## config.mk

```make
export PLATFORM = sky130hd
export DESIGN_NAME = gpio_edge_irq
export DESIGN_NICKNAME = d
export VERILOG_FILES = /design/src/rtl/gpio_edge_irq.sv
export SDC_FILE = /design/constraint.sdc
export NUM_CORES = 1
export LEC_CHECK = 0
export BUFFER_PORTS_ARGS = -buffer_cell sky130_fd_sc_hd__buf_2
export CORE_MARGIN = 2
export CORE_UTILIZATION = 35
export DETAILED_ROUTE_END_ITERATION = 10
export PLACE_DENSITY_LB_ADDON = 0.15
export SLEW_MARGIN = 20
export SYNTH_ARGS = -nofsm -noshare
export SYNTH_HDL_FRONTEND = slang
export SYNTH_SLANG_ARGS = --single-unit
```

## constraint.sdc

```tcl
create_clock -name Clk -period 2.1 [get_ports Clk]
set_input_delay 0.315 -clock Clk [delete_from_list [all_inputs] [get_ports Clk]]
set_output_delay 0.315 -clock Clk [all_outputs]
set_load 0.01 [all_outputs]
```

## src/rtl/gpio_edge_irq.sv

```systemverilog
// Pin edge capture with per-pin rise/fall enables, W1C pending and masked, registered Irq.
// Pin change reaches Pending 3 Clk edges after S1 setup; Irq follows one cycle later. No backpressure.
module gpio_edge_irq #(
  parameter int WIDTH  = 64,
  parameter int SETTLE = 3
) (
  input  logic             Clk,
  input  logic             ResetN,
  input  logic [3:0]       Addr,
  input  logic [15:0]      DataWr,
  output logic [15:0]      DataRd,
  input  logic             En,
  input  logic             Rd,
  input  logic             Wr,
  input  logic [WIDTH-1:0] Pins,
  output logic             Irq
);

  localparam int NW = WIDTH / 16;

  logic [WIDTH-1:0] s1, s2, prev;
  logic [WIDTH-1:0] rise_en, fall_en, mask, pending;
  logic [WIDTH-1:0] pending_nxt, clr, rise, fall;
  logic [2:0]       settle_cnt;
  logic             settled;
  logic             wr_en;
  logic [1:0]       sel;
  logic [3:0]       word_hit;

  assign wr_en    = En & Wr;
  assign sel      = Addr[3:2];
  assign word_hit = 4'b0001 << Addr[1:0];

  always_ff @(posedge Clk or negedge ResetN) begin
    if (!ResetN) begin
      s1   <= '0;
      s2   <= '0;
      prev <= '0;
    end else begin
      s1   <= Pins;
      s2   <= s1;
      prev <= s2;
    end
  end

  // Synchronizer resets to 0, so pins already high would look like rising edges.
  always_ff @(posedge Clk or negedge ResetN) begin
    if (!ResetN)
      settle_cnt <= 3'd0;
    else if (settle_cnt != 3'(SETTLE))
      settle_cnt <= settle_cnt + 3'd1;
  end

  assign settled = (settle_cnt >= 3'(SETTLE));
  assign rise    = settled ? (s2 & ~prev) : '0;
  assign fall    = settled ? (~s2 & prev) : '0;

  always_comb begin
    clr = '0;
    for (int w = 0; w < NW; w++)
      if (wr_en && sel == 2'd0 && word_hit[w])
        clr[w*16 +: 16] = DataWr;
  end

  // A new edge takes priority over a same-cycle clear.
  assign pending_nxt = (pending & ~clr) | (rise & rise_en) | (fall & fall_en);

  always_ff @(posedge Clk or negedge ResetN) begin
    if (!ResetN) begin
      rise_en <= '0;
      fall_en <= '0;
      mask    <= '0;
      pending <= '0;
      Irq     <= 1'b0;
    end else begin
      pending <= pending_nxt;
      Irq     <= |(pending & mask);
      for (int w = 0; w < NW; w++) begin
        if (wr_en && word_hit[w]) begin
          case (sel)
            2'd1:    rise_en[w*16 +: 16] <= DataWr;
            2'd2:    fall_en[w*16 +: 16] <= DataWr;
            2'd3:    mask[w*16 +: 16]    <= DataWr;
            default: ;
          endcase
        end
      end
    end
  end

  always_comb begin
    DataRd = 16'h0000;
    if (En && Rd) begin
      for (int w = 0; w < NW; w++) begin
        if (word_hit[w]) begin
          case (sel)
            2'd0:    DataRd = pending[w*16 +: 16];
            2'd1:    DataRd = rise_en[w*16 +: 16];
            2'd2:    DataRd = fall_en[w*16 +: 16];
            default: DataRd = mask[w*16 +: 16];
          endcase
        end
      end
    end
  end

endmodule
```

## Word-level counts from Yosys, hierarchy flattened

Index checks and enable logic that the tools add are counted.

| cells by class | value |
|---|---|
| shifts and indexed selects | 1 |
| add/sub/neg operators | 1 |
| equality and inequality tests | 4 |
| mux-type cells | 15 |
| reduce and logical (&&, ||, !) cells | 24 |
| bitwise logic cells | 12 |
| magnitude comparators | 1 |

Operators by type and width:

| kind | number |
|---|---|
| $and A64 B64 Y64 | 6 |
| $not A64 Y64 | 3 |
| $pmux W16 S3 | 4 |
| $mux W16 | 9 |
| $mux W64 | 2 |
| $or A64 B64 Y64 | 2 |
| $reduce_or A64 Y1 | 1 |
| $reduce_and A2 Y1 | 12 |
| $logic_and A1 B1 Y1 | 10 |
| $eq A2 B2 Y1 const B | 2 |
| $shl A1 B2 Y4 const A | 1 |
| $add A3 B1 Y3 const B | 1 |
| $ge A3 B2 Y1 const B | 1 |
| $ne A3 B2 Y1 const B | 1 |
| $eq A2 B1 Y1 const B | 1 |
| $logic_not A2 Y1 | 1 |
| $and A1 B1 Y1 | 1 |

| storage, ports and cells | value |
|---|---|
| logic and storage cells | 76 |
| register bits | 452 |

## Longest topological paths before layout

| depth | value |
|---|---|
| depth in word-level cells | 8 |
| gate-level depth with buffers | 8 |
| depth with buffers taken out | 5 |

## Worst setup path after synthesis

OpenSTA, ideal clock, no wires.

| timing path | value |
|---|---|
| kind | input-to-output |
| start point | input port Addr[2] |
| end point | output port DataRd[14] |
| path buffers | 2 |
| arrival | 1.653 ns |
| stages | 5 |
| path slack | 0.132 ns |
| cell sequence | buf_6 -> buf_6 -> mux4_2 -> mux4_2 -> nor2b_4 |

| on the way | value |
|---|---|
| word-level cells in the longest chain between the ends | 7 |
| elaborated cells between the ends (all ways) | 12 |

RTL lines:

| item | line | text |
|---|---|---|
| start: declaration | 9 | `input logic [3:0] Addr,` |
| $eq A2 B2 Y1, or another cell as far along | 96 | `case (sel)` |
| $pmux W16 S3 | 96 |  |
| $mux W16 (3 in series) | 95 | `if (word_hit[w]) begin` |
| $mux W16 * | 95 |  |
| $mux W16 * | 93 | `if (En && Rd) begin` |
| end: declaration | 11 | `output logic [15:0] DataRd,` |

Every way passes the cells marked *; elsewhere a longest branch is shown, timed or not.

## Worst setup path after layout

| timing path | value |
|---|---|
| start point | register mask[14] |
| end point | output port DataRd[14] |

| on the way | value |
|---|---|
| word-level cells in the longest chain between the ends | 6 |

RTL lines:

| item | line | text |
|---|---|---|
| start: declaration | 22 | `logic [WIDTH-1:0] rise_en, fall_en, mask, pending;` |
| start signal: indexed assignment | 83 | `2'd3: mask[w*16 +: 16] <= DataWr;` |
| $pmux W16 S3 | 96 |  |
| $mux W16 (4 in series) | 95 |  |
| $mux W16 | 93 |  |

No other way between the ends.

==> results.yml <==
critical_path:
  path_common_cell: "mux4_2"
  worstSetupEndpointType: "output port"
  worstPathRequired_ps: 1780
  worstPathMaxFanout: 2
  path_cells: "mux4_2 -> mux4_2 -> nor2b_4 -> buf_6"
  crit_arrival_ps: 2210
  slowest_delay_ps: 480
  crit_path_top_delay_cell: "mux4_2"
  critPathKind: "reg -> out"
  start_kind: "flop"
yosys:
  yosysWarnings: 0
  ys_seq_elements: 452
  avgSynthCellArea_um2: 13.4
  async_flop_share_pct: 100
  synth_cells: 1378
  synthFlopType: "dfrtp_1"
  syn_area_um2: 18400
  yosys.cell_count.top_type: "dfrtp_1"
  synth_nets: 1469
  yosysSeqAreaShare_pct: 61.4
  synth.largest_area_cell: "dfrtp_1"
  synth.top_cell.area_share_pct: 61.4
  synth-edff-count: 0
  synthDistinctLibCells: 43
  yosys-top-cells-count: "dfrtp_1 (452), mux2_2 (230), nand2_1 (168)"
  synth_area_leaders: "dfrtp_1 (61%), mux2_2 (14%), a22o_1 (4.0%), mux2i_1 (3.5%), nand2_1 (3.4%)"
timing:
  worst_pin_slew_ps: 436
  fmax_mhz: 396
  worst_slack_ps: -426
  fin_crit_ps: 2530
  fin_setup_tns_ps: -1700
  rsz0062_at_grt: "true"
  setup_viol: 16
  fin_crit_sh_pct: 120
  slew_headroom_pct: 70.9
  fin_worst_skew_ps: 6.91
  hold_viol: 0
  drv_slew: 0
global_route:
  gr-usage-met3_pct: 3.89
  grt_usage_pct: 21.0
  grt_util_met1_pct: 28.9
  grt_pass1_wl_um: 84200
  antenna_found_initial: 1
  use_met2_pct: 33.9
  top_usage_layer: "met2"
  overflow: 0
  grt_pass1_vias: 13116
  grt_max_degree: 76
detailed_routing:
  dr_total_vias: 12531
  detail_route.drc_violations: 0
  via_per_inst: 5.17
  wl_um: 56000
  wl_per_cell_um: 23.1
  drtPass1Iterations: 5
  drtIter0Drc: 806
  ant_nets: 0
final_layout:
  areaGrowthSynthToFinish_pct: 29.6
  nNetsFinal: 1794
  diodes: 0
  nFillCells: 4765
  layout-drive-gt1-share_pct: 38.8
floorplan:
  die_w_um: 233
  core_um2: 52300
  die_y_um: 233
  start_util_pct: 35.2
  ioPinCount: 106
  die_area_um2: 54500
  rows: 84
clock_tree:
  cts_tree: "yes"
  clk_latency_ps: 580
  htree_levels: 2
  clkTransAtPathRegs_ps: 60
  clockRootBuffer: "clkbuf_16"
  clock-sinks: 452
  cts_buffers: 49
  clk_path_buf_depth: 3
run_status:
  violations: "setup timing"
  outcome: "complete, but fails checks"
power_and_ir_drop:
  ir_worst_vdd_v: 0.000533
  p_leak_nw: 10.5
  power_density_nw_per_um2: 947
placed_design:
  place_congestion: 0.861
  dpl_worst_slack_ps: -319
  port_buffers: 105
  hpwl_um: 37100
min_path:
  min_path_type: "in -> reg"
run:
  maxCapViolations: 0
[sequential cells by signal, summed over array words and instances, names as in the netlist]
register / count
s1: 64
mask: 64
Irq: 1
fall_en: 64
prev: 64
settle_cnt: 3
pending: 64
s2: 64
rise_en: 64
[repair_timing]
item                                   in CTS  in global routing
pin swaps                                  35                 17
setup buffers                              63                 10
hold buffers                               65                  0
cloned                                      2                  0
endpoints found under the hold margin     120                  0
setup endpoints to repair                  16                 17
resized for setup                          96                 24
[power breakdown]
group          total [mW]  switching [mW]  internal (mW)
sequential           10.8           0.936           9.82
clock                8.30            3.46           4.84
combinational        3.56            1.55           2.01
[layout make-up]
cell class | count | area [um2] | area share (%)
repair buffers | 349 | 3150 | 13.2
flip-flops and latches | 452 | 11300 | 47.5
clock inverters | 11 | 87.6 | 0.367
multi-input cells | 848 | 7000 | 29.3
well taps | 688 | 861 | 3.60
inverters | 3 | 11.3 | 0.0472
clock buffers | 72 | 1440 | 6.04
[metal layers]
layer | share of wire (%) | vias to the layer above | wire length, um
met2 | 47 | 284 | 26300
met3 | 5.2 | 73 | 2900
met5 | 0.023 | - | 13
met1 | 45 | 6488 | 25400
li1 | - | 5684 | -
met4 | 2.4 | 2 | 1360
[metrics by stage]
step	hold WS, ps	util [%]	std cells	instance area, um2	power [mW]
after floorplan	19.4	-	1378	18400	12.3
after global placement	252	39.6	2204	20700	13.8
after detailed placement	253	39.6	2204	20700	13.8
after CTS	127	45.3	2414	23700	22.7
after global routing	176	45.6	2423	23900	23.6
final	167	45.6	2423	23900	22.6
[critical path, delay by kind of cell, from the launching register on]
| kind | cells | cell delay [ps] |
|---|---|---|
| muxes | 2 | 950 |
| DFF | 1 | 400 |
| and+or+nand+nor | 1 | 150 |
| buffers and inverters | 1 | 130 |
[cell usage in the layout (no fill, tap or decap), types with 26 or more instances in the layout]
cell	instances
dfrtp_1	435
a21oi_1	26
nand3b_1	64
buf_12	39
nand2_1	165
clkbuf_16	49
mux2_2	223
dlygate4sd3_1	65
o21ai_0	75
mux2i_1	63
a22o_1	84
buf_4	133
buf_2	94
[worst paths after layout]
kind | start | to | slack, ps | cells after the start
setup / recovery | mask[14]$_DFFE_PN0P_ | DataRd[14] | -430 | 4
min in group asynchronous | ResetN | s1[8]$_DFF_PN0_ | 230 | 2
hold reg to reg | s1[51]$_DFF_PN0_ | s2[51]$_DFF_PN0_ | 340 | 0
setup reg to reg | pending[26]$_DFF_PN0_ | Irq$_DFF_PN0_ | 70 | 6
hold / removal | DataWr[14] | pending[14]$_DFF_PN0_ | 170 | 3
max in group asynchronous | ResetN | pending[48]$_DFF_PN0_ | 1070 | 3
[cells by family (layout without fill, tap and decap cells)]
family	count (synthesis)	count (layout)	share of synthesized area, %
AOI/OAI and AO/OA	266	266	9.83
xor gates and xnor gates	1	1	0.0475
adders and majority gates	2	2	0.136
buffers and inverters	78	435	2.11
DFF	452	452	61.4
muxes	306	306	19.0
and+or+nand+nor	273	273	7.53
(Power assumes the default switching activity.)
